==> src/rtl/pll_reset_sequencer.sv <==
// ============================================================================
// pll_reset_sequencer
//
// Purpose:
//   This block sits downstream of the clock-generation PLL and runs on the
//   free-running 25 MHz reference clock. It synchronizes the asynchronous
//   pll_locked flag and qualifies it. It then releases the per-domain resets
//   (system, ethernet, rgmii, iodelay) in a fixed LSB-first order.
//   If lock never arrives, it pulses pll_reset to retry the PLL. It also
//   counts lock losses and lock timeouts in saturating counters.
//   Each stage_rst_n bit is asynchronous to its target domain, and the
//   consuming domain must re-synchronize it.
//
// Ports:
//   clk_25mhz        in   1           free-running reference clock
//   rst_n            in   1           asynchronous active-low reset
//   pll_locked       in   1           PLL lock flag, asynchronous to clk_25mhz
//   pll_reset        out  1           active-high reset pulse to the PLL
//   stage_rst_n      out  NUM_STAGES  active-low domain resets, bit 0 released first
//   all_released     out  1           high while every stage is released (RUN)
//   lock_loss_count  out  CNT_WIDTH   lock drops seen in RELEASE/RUN, saturating
//   timeout_count    out  CNT_WIDTH   lock-timeout expiries, saturating
//   state            out  3           current FSM state encoding (debug)
// ============================================================================
module pll_reset_sequencer #(
    parameter int NUM_STAGES         = 4,
    parameter int SYNC_STAGES        = 2,
    parameter int LOCK_STABLE_CYCLES = 1024,
    parameter int STAGE_DELAY        = 16,
    parameter int LOCK_TIMEOUT       = 262144,
    parameter int PLL_RST_CYCLES     = 32,
    parameter int CNT_WIDTH          = 8
) (
    input  logic                  clk_25mhz,
    input  logic                  rst_n,
    input  logic                  pll_locked,
    output logic                  pll_reset,
    output logic [NUM_STAGES-1:0] stage_rst_n,
    output logic                  all_released,
    output logic [CNT_WIDTH-1:0]  lock_loss_count,
    output logic [CNT_WIDTH-1:0]  timeout_count,
    output logic [2:0]            state
);

    // The shared timer only ever counts up to one of these terminal values.
    localparam int TIMER_MAX_A = (LOCK_TIMEOUT > LOCK_STABLE_CYCLES) ? LOCK_TIMEOUT : LOCK_STABLE_CYCLES;
    localparam int TIMER_MAX_B = (STAGE_DELAY > PLL_RST_CYCLES) ? STAGE_DELAY : PLL_RST_CYCLES;
    localparam int TIMER_MAX   = (TIMER_MAX_A > TIMER_MAX_B) ? TIMER_MAX_A : TIMER_MAX_B;
    localparam int TIMER_W     = $clog2(TIMER_MAX + 1);

    localparam logic [TIMER_W-1:0] TIMEOUT_LAST = TIMER_W'(LOCK_TIMEOUT - 1);
    localparam logic [TIMER_W-1:0] STABLE_LAST  = TIMER_W'(LOCK_STABLE_CYCLES - 1);
    localparam logic [TIMER_W-1:0] DELAY_LAST   = TIMER_W'(STAGE_DELAY - 1);
    localparam logic [TIMER_W-1:0] PLL_RST_LAST = TIMER_W'(PLL_RST_CYCLES - 1);

    // Thermometer value with only the first domain released.
    localparam logic [NUM_STAGES-1:0] FIRST_STAGE = NUM_STAGES'(1);

    typedef enum logic [2:0] {
        ST_WAIT_LOCK = 3'd0,
        ST_PLL_RST   = 3'd1,
        ST_STABLE    = 3'd2,
        ST_RELEASE   = 3'd3,
        ST_RUN       = 3'd4
    } state_t;

    state_t                  state_r;
    logic [SYNC_STAGES-1:0]  sync_r;
    logic [TIMER_W-1:0]      timer_r;
    logic                    pll_reset_r;
    logic [NUM_STAGES-1:0]   stage_rst_r;
    logic                    all_released_r;
    logic [CNT_WIDTH-1:0]    lock_loss_cnt_r;
    logic [CNT_WIDTH-1:0]    timeout_cnt_r;

    logic                    locked_s;
    logic [TIMER_W-1:0]      timer_inc_s;
    logic [NUM_STAGES-1:0]   next_thermo_s;

    // Saturating increment: an event counter sticks at all-ones and never wraps.
    function automatic logic [CNT_WIDTH-1:0] sat_inc(input logic [CNT_WIDTH-1:0] value);
        if (value == {CNT_WIDTH{1'b1}}) begin
            sat_inc = value;
        end else begin
            sat_inc = value + CNT_WIDTH'(1);
        end
    endfunction

    // Synchronizer chain that brings pll_locked into the reference clock domain.
    always_ff @(posedge clk_25mhz or negedge rst_n) begin
        if (!rst_n) begin
            sync_r <= '0;
        end else begin
            sync_r <= {sync_r[SYNC_STAGES-2:0], pll_locked};
        end
    end

    assign locked_s = sync_r[SYNC_STAGES-1];

    // Next timer value and next thermometer step (one more domain released).
    always_comb begin
        timer_inc_s   = timer_r + TIMER_W'(1);
        next_thermo_s = (stage_rst_r << 1'b1) | FIRST_STAGE;
    end

    // Sequencer FSM: the state, the shared timer and all registered outputs.
    always_ff @(posedge clk_25mhz or negedge rst_n) begin
        if (!rst_n) begin
            state_r         <= ST_WAIT_LOCK;
            timer_r         <= '0;
            pll_reset_r     <= 1'b0;
            stage_rst_r     <= '0;
            all_released_r  <= 1'b0;
            lock_loss_cnt_r <= '0;
            timeout_cnt_r   <= '0;
        end else begin
            case (state_r)
                ST_WAIT_LOCK: begin
                    if (locked_s) begin
                        state_r <= ST_STABLE;
                        timer_r <= '0;
                    end else if (timer_r == TIMEOUT_LAST) begin
                        state_r       <= ST_PLL_RST;
                        timer_r       <= '0;
                        pll_reset_r   <= 1'b1;
                        timeout_cnt_r <= sat_inc(timeout_cnt_r);
                    end else begin
                        timer_r <= timer_inc_s;
                    end
                end

                // Lock status is ignored here, because the PLL is being held in reset.
                ST_PLL_RST: begin
                    if (timer_r == PLL_RST_LAST) begin
                        state_r     <= ST_WAIT_LOCK;
                        timer_r     <= '0;
                        pll_reset_r <= 1'b0;
                    end else begin
                        timer_r <= timer_inc_s;
                    end
                end

                // A drop here counts as a glitch during qualification, not as a lock loss.
                ST_STABLE: begin
                    if (!locked_s) begin
                        state_r <= ST_WAIT_LOCK;
                        timer_r <= '0;
                    end else if (timer_r == STABLE_LAST) begin
                        timer_r     <= '0;
                        stage_rst_r <= FIRST_STAGE;
                        if (FIRST_STAGE[NUM_STAGES-1]) begin
                            state_r        <= ST_RUN;
                            all_released_r <= 1'b1;
                        end else begin
                            state_r <= ST_RELEASE;
                        end
                    end else begin
                        timer_r <= timer_inc_s;
                    end
                end

                ST_RELEASE: begin
                    if (!locked_s) begin
                        state_r         <= ST_WAIT_LOCK;
                        timer_r         <= '0;
                        stage_rst_r     <= '0;
                        all_released_r  <= 1'b0;
                        lock_loss_cnt_r <= sat_inc(lock_loss_cnt_r);
                    end else if (timer_r == DELAY_LAST) begin
                        timer_r     <= '0;
                        stage_rst_r <= next_thermo_s;
                        if (next_thermo_s[NUM_STAGES-1]) begin
                            state_r        <= ST_RUN;
                            all_released_r <= 1'b1;
                        end else begin
                            state_r <= ST_RELEASE;
                        end
                    end else begin
                        timer_r <= timer_inc_s;
                    end
                end

                ST_RUN: begin
                    if (!locked_s) begin
                        state_r         <= ST_WAIT_LOCK;
                        timer_r         <= '0;
                        stage_rst_r     <= '0;
                        all_released_r  <= 1'b0;
                        lock_loss_cnt_r <= sat_inc(lock_loss_cnt_r);
                    end else begin
                        state_r <= ST_RUN;
                    end
                end

                // An illegal encoding falls back to a safe state with all domains held in reset.
                default: begin
                    state_r        <= ST_WAIT_LOCK;
                    timer_r        <= '0;
                    pll_reset_r    <= 1'b0;
                    stage_rst_r    <= '0;
                    all_released_r <= 1'b0;
                end
            endcase
        end
    end

    assign pll_reset       = pll_reset_r;
    assign stage_rst_n     = stage_rst_r;
    assign all_released    = all_released_r;
    assign lock_loss_count = lock_loss_cnt_r;
    assign timeout_count   = timeout_cnt_r;
    assign state           = state_r;

endmodule

==> config.mk <==
export PLATFORM = sky130hd
export DESIGN_NAME = pll_reset_sequencer
export DESIGN_NICKNAME = d
export VERILOG_FILES = /design/src/rtl/pll_reset_sequencer.sv
export SDC_FILE = /design/constraint.sdc
export NUM_CORES = 1
export LEC_CHECK = 0
export BUFFER_PORTS_ARGS = -buffer_cell sky130_fd_sc_hd__buf_2
export CAP_MARGIN = 20
export CORE_MARGIN = 8
export CORE_UTILIZATION = 58
export DETAILED_ROUTE_END_ITERATION = 12
export PLACE_DENSITY = 0.82
export SLEW_MARGIN = 20
export SYNTH_ARGS = -nofsm -noshare
export SYNTH_HDL_FRONTEND = slang
export SYNTH_SLANG_ARGS = --single-unit
export TNS_END_PERCENT = 100
==> constraint.sdc <==
create_clock -name clk_25mhz -period 3.6 [get_ports clk_25mhz]
set_input_delay 0.54 -clock clk_25mhz [delete_from_list [all_inputs] [get_ports clk_25mhz]]
set_output_delay 0.54 -clock clk_25mhz [all_outputs]
set_load 0.1 [all_outputs]
=== Word level (Yosys, flattened, before mapping) ===
Index checks and enable logic that the tools add are counted.

* $add $sub $neg: 3
* Multipliers: 0
* Divide/modulo/power cells: 0
* $lt $le $gt $ge: 0
* Equality and inequality tests: 20
* Shift-type cells: 0
* Muxes and demuxes: 34
* Bitwise gates (word level): 6
* Reduce and logical (&&, ||, !) cells: 11

{| class="wikitable"
|+ Operators by type and width
! operator !! number
|-
| 19-bit 2-to-1 mux || 8
|-
| 19-bit one-hot mux with 5 select lines || 1
|-
| 3-bit 2-to-1 mux || 9
|-
| 4-bit 2-to-1 mux || 5
|-
| 19-bit by 1-bit adder with 19-bit output, second input constant || 1
|-
| 19-bit by 10-bit equality test with 1-bit output, second input constant || 1
|-
| 19-bit by 18-bit equality test with 1-bit output, second input constant || 1
|-
| 19-bit by 4-bit equality test with 1-bit output, second input constant || 1
|-
| 19-bit by 5-bit equality test with 1-bit output, second input constant || 1
|-
| 8-bit by 1-bit adder with 8-bit output, second input constant || 2
|-
| 8-bit equality test, second input constant || 2
|-
| 4-bit one-hot mux with 4 select lines || 1
|-
| 4-bit AND reduction || 4
|-
| 3-bit one-hot mux with 5 select lines || 1
|-
| 2-bit != test, second input constant || 6
|-
| 3-bit != test, second input constant || 4
|-
| 1-bit 2-to-1 mux || 7
|-
| 3-bit by 2-bit equality test with 1-bit output, second input constant || 2
|-
| 1-bit inverter || 6
|-
| 1-bit one-hot mux with 3 select lines || 2
|-
| 3-bit OR reduction || 2
|-
| 5-bit AND reduction || 1
|-
| 2-bit OR reduction || 2
|-
| 3-bit by 1-bit equality test with 1-bit output, second input constant || 1
|-
| 3 further kinds || 3
|}

* Flip-flop bits (word level): 46
* Bits in latches: 0
* RAM bits: 0
* Bits in read-only memories: 0
* Input bits: 3
* Output and inout bits: 25
* Logic and storage cells: 82
* Memories kept: 0

=== Logic depth before layout (Yosys ltp) ===
* Depth in word-level cells: 4
* Gate-level depth with buffers: 10
* Depth with buffers taken out: 7

=== Worst setup path after synthesis ===
No wires, ideal clock.

* Path type: flip-flop to flip-flop
* Start point: register state_r[0], in the netlist state[0]
* End point: register lock_loss_cnt_r[1], in the netlist lock_loss_count[1]
* Setup time: 0.126 ns
* Arrival time: 2.657 ns
* Required time: 3.474 ns
* Slack: 0.817 ns
* Stages on the path, launching flop included: 7
* Buffers on the path: 1
* Clock period less this slack: 2.783 ns
* Cells stage by stage: dfrtp_1 > clkbuf_1 > inv_1 > or3_1 > a21o_1 > a31oi_1 > mux2_2

* Longest elaborated chain between the ends: 3
* Elaborated cells between the ends (all ways): 4
* Classes of those cells: 2 x eq/ne; 2 x reduce/logical

{| class="wikitable"
|+ RTL lines
! element !! line !! text
|-
| start: declaration || 67 || <nowiki>state_t state_r;</nowiki>
|-
| start signal: assignment || 109 || <nowiki>state_r <= ST_WAIT_LOCK;</nowiki>
|-
| start signal: assignment || 120 || <nowiki>state_r <= ST_STABLE;</nowiki>
|-
| start signal: assignment || 123 || <nowiki>state_r <= ST_PLL_RST;</nowiki>
|-
| 3-bit equality test / 3-bit by 2-bit equality test with 1-bit output (equally long branches) || 117 || <nowiki>case (state_r)</nowiki>
|-
| 2-bit OR reduction (no source line) (*) || -- ||
|-
| 3-bit AND reduction (no source line) (*) || -- ||
|-
| end signal: assignment || 168 || <nowiki>lock_loss_cnt_r <= sat_inc(lock_loss_cnt_r);</nowiki>
|-
| end signal: assignment || 189 || <nowiki>lock_loss_cnt_r <= sat_inc(lock_loss_cnt_r);</nowiki>
|-
| end: declaration || 73 || <nowiki>logic [CNT_WIDTH-1:0] lock_loss_cnt_r;</nowiki>
|}

Mark *: on every way between the ends. The rest lies on a longest branch, timed or not.
A chain may end at the register's enable or synchronous reset.

=== Worst setup path after layout ===
* Start point: register timer_r[1]
* End point: register timer_r[0]

* Longest elaborated chain between the ends: 4
* Elaborated cells between the ends (all ways): 12
* Classes of those cells: 4 x eq/ne; 8 x mux

{| class="wikitable"
|+ RTL lines
! element !! line !! text
|-
| start: declaration || 69 || <nowiki>logic [TIMER_W-1:0] timer_r;</nowiki>
|-
| start signal: assignment || 128 || <nowiki>timer_r <= timer_inc_s;</nowiki>
|-
| start signal: assignment || 139 || <nowiki>timer_r <= timer_inc_s;</nowiki>
|-
| start signal: assignment || 158 || <nowiki>timer_r <= timer_inc_s;</nowiki>
|-
| 19-bit by 4-bit equality test with 1-bit output, or another cell as far along || 169 || <nowiki>end else if (timer_r == DELAY_LAST) begin</nowiki>
|-
| 19-bit 2-to-1 mux (on tied branches) || 169, 122, 148 ||
|-
| 19-bit 2-to-1 mux (on tied branches) || 163, 119, 145 ||
|-
| 19-bit one-hot mux with 5 select lines (*) || 117 ||
|}

Marked as above.

==> results.yml <==
status:
  outcome: "completed"
yosys:
  syn_area_mm2: 0.00249
  yosysSeqAreaShare: 0.462
  synth_most_common_cell: "nand2_1"
  synth_commonest_cells: "52 x nand2_1, 46 x dfrtp_1, 18 x nor2_1"
  ys_types: 43
  ys.warnings.count: 0
  synthFlopType: "dfrtp_1"
  synthCells: 275
  synth_area_per_cell_um2: 9.05
  ys_seq_elements: 46
  synth_top_area_frac: 0.462
  synth.net_count: 281
  synth-async-reset-ratio: 1.00
  netlist_top_cells_area: "dfrtp_1 46%, nand2_1 7.8%, xnor2_1 3.9%, o211ai_1 3.3%, nor2_1 2.7%"
  synth_top_area_cell: "dfrtp_1"
  synth_edf_count: 0
critical_path:
  rr_worst_depth: 7
  worstSetupPathType: "reg -> reg"
  worst_setup_path_end_kind: "flip-flop"
  worstPathArrival_ns: 3.18
  worst_setup_path_start_kind: "flip-flop"
  crit_path_max_fanout: 19
  critPathRequiredTime_ns: 3.79
placed_design:
  dp_cells: 341
  routabilityCongestion: 0.839
  port_buffers: 27
  hpwl_um: 3750
  dpl_cell_area_mm2: 0.00263
power:
  pwr-share-comb: 0.407
  leakagePower_nw: 1.29
  seqPwrFrac: 0.394
  swShare: 0.465
  intPower_mw: 0.886
  power_frac_clock: 0.199
  power_density_mw_per_mm2: 608
  p_sw_mw: 0.771
  worst_ir_drop_vdd_uv: 824
detailed_routing:
  first_iter_violations: 215
  viasPerCell: 5.94
  drc_errors: 0
  wl_per_cell_um: 15.2
  num_vias: 2072
  maxUsedRoutingLayer: "met4"
  route.met3.wl_um: 184
  firstDrtPassIters: 4
  drt_wl_total_um: 5290
  ant_nets: 0
  wl_met1_um: 2400
  wl_met2_um: 2640
floorplanning:
  die_w_um: 81.5
  chipHeight_um: 81.5
  io_pins: 28
  start_util: 0.588
  rows: 24
  dieArea_mm2: 0.00665
  design.core.area_mm2: 0.00423
sta:
  slew_viol_final: 0
  fin_setup_tns_ns: 0
  fin_crit_ns: 2.99
  rsz0062_at_grt: "no"
  period_share: 0.829
  timing.fmax_mhz: 335
  tightest_slew_ns: 0.838
  setup_viol: 0
  final_hold_viol_count: 0
  fin_worst_skew_ns: 0.00437
  relSlewSlack: 0.439
grt:
  grt_remaining_overflow: 0
  grt_max_degree: 47
  grt_antenna_before_repair: 0
  grt_usage: 0.174
  grt_pass1_wl_um: 9110
  grt_pass1_vias: 1950
clock_tree:
  htree_levels: 2
  cts_resized: 0
  cts_buffers: 5
  postCtsSetupRepairBufs: 0
  cts-root-buf: "clkbuf_8"
  cts.sinks: 46
  clk_pin_slew_ns: 0.08
  clockBufferDepth: 2
  cts_tree: "built"
  insertion_delay_ns: 0.30
  holdBufCountCts: 0
layout:
  diodes: 0
  areaGrowthSynthToFinish_pct: 9.40
  n_fill_cell: 348
  layout-drive-gt1-share: 0.155
  fin_area_mm2: 0.00272
  fin_nets: 302
  finalNonFillerCells: 349
job:
  cap_violations: 0
worst_hold_path:
  min_path_type: "in -> async"
==> per-layer routing <==
metal | global-route usage | vias to the layer above
li1 | - | 1022
met1 | 0.210 | 1012
met2 | 0.290 | 31
met3 | 0.0492 | 7
met4 | 0.0643 | 0
met5 | 0 | -
==> per-stage QoR <==
stage                     hold slack (ns)   util  setup slack (ns)  power, mW
final                               0.227  0.643             0.615       1.66
after global routing                0.276  0.643             0.403       1.74
after CTS                           0.337  0.643             0.613       1.67
after detailed placement            0.340  0.620             0.630       1.34
after global placement              0.333  0.620             0.715       1.32
after floorplan                     0.244      -             0.817       1.21
==> worst max-delay path, stage by stage, from the launching register on <==
cell and delay, ns:
dfrtp_1 0.41, ha_1 0.24, nand4_1 0.13, or4_1 0.68
or3_1 0.42, and2_1 0.36, or2_4 0.37, mux2_2 0.26
==> area by class of cell <==
| class | count | area [µm²] | area share |
|---|---|---|---|
| clock buffer | 6 | 82.6 | 0.0303 |
| clock inverter | 2 | 12.5 | 0.00459 |
| inverter | 7 | 26.3 | 0.00965 |
| multi-input combinational | 208 | 1240 | 0.456 |
| sequential | 46 | 1150 | 0.423 |
| tap | 52 | 65.1 | 0.0239 |
| timing repair buffer | 28 | 145 | 0.0533 |
==> power groups by stage <==
stage,Sequential [mW],Combinational [mW],Clock [mW]
floorplan,0.891,0.316,0
detailed placement,0.661,0.674,0
global route,0.664,0.722,0.358
CTS,0.653,0.676,0.340
global placement,0.656,0.662,0
finish,0.654,0.674,0.330
==> kinds of logic (layout without fill, tap and decap cells) <==
kind of cell / count (synthesis) / count (layout) / share of synthesized area
and+or+nand+nor: 132 / 132 / 0.259
AOI/OAI and AO/OA: 52 / 52 / 0.145
DFF: 46 / 46 / 0.462
buffers and inverters: 21 / 43 / 0.0392
xor gates and xnor gates: 14 / 14 / 0.0492
muxes: 7 / 7 / 0.0301
adders and majority gates: 3 / 3 / 0.0151
==> sequential cells by signal, summed over array words and instances, names as in the netlist <==
signal           count
timer_r             19
lock_loss_count      8
timeout_count        8
stage_rst_n          4
state                3
sync_r               2
all_released         1
pll_reset            1
==> final timing paths <==
kind	start	endpoint	slack, ns
max in group asynchronous	rst_n	state[1]$_DFFE_PN0P_	3.00
hold reg to reg	sync_r[0]$_DFF_PN0_	sync_r[1]$_DFF_PN0_	0.36
hold / removal	rst_n	timeout_count[3]$_DFFE_PN0P_	0.23
min in group clk_25mhz	pll_locked	sync_r[0]$_DFF_PN0_	0.34
setup / recovery	timer_r[1]$_DFFE_PN0N_	timer_r[0]$_DFFE_PN0N_	0.61
setup reg to reg	timer_r[1]$_DFFE_PN0N_	timer_r[0]$_DFFE_PN0N_	0.61
==> layout by cell type (no fill, tap or decap), drive strengths merged, types with 2 or more instances in the layout <==
master and count:
a22o 2, a31oi 2, and2 6, and3 10, and4 2, buf 28
clkbuf 6, dfrtp 46, ha 3, inv 7, mux2 4, mux2i 3
nand2 52, nand3 10, nand4 10, nor2 19, nor2b 4, nor3 9
nor4 4, o211ai 11, o21a 4, o21ai 16, o22ai 9, or3 2
xnor2 11, xor2 3
Power figures use the tool's default switching activity.
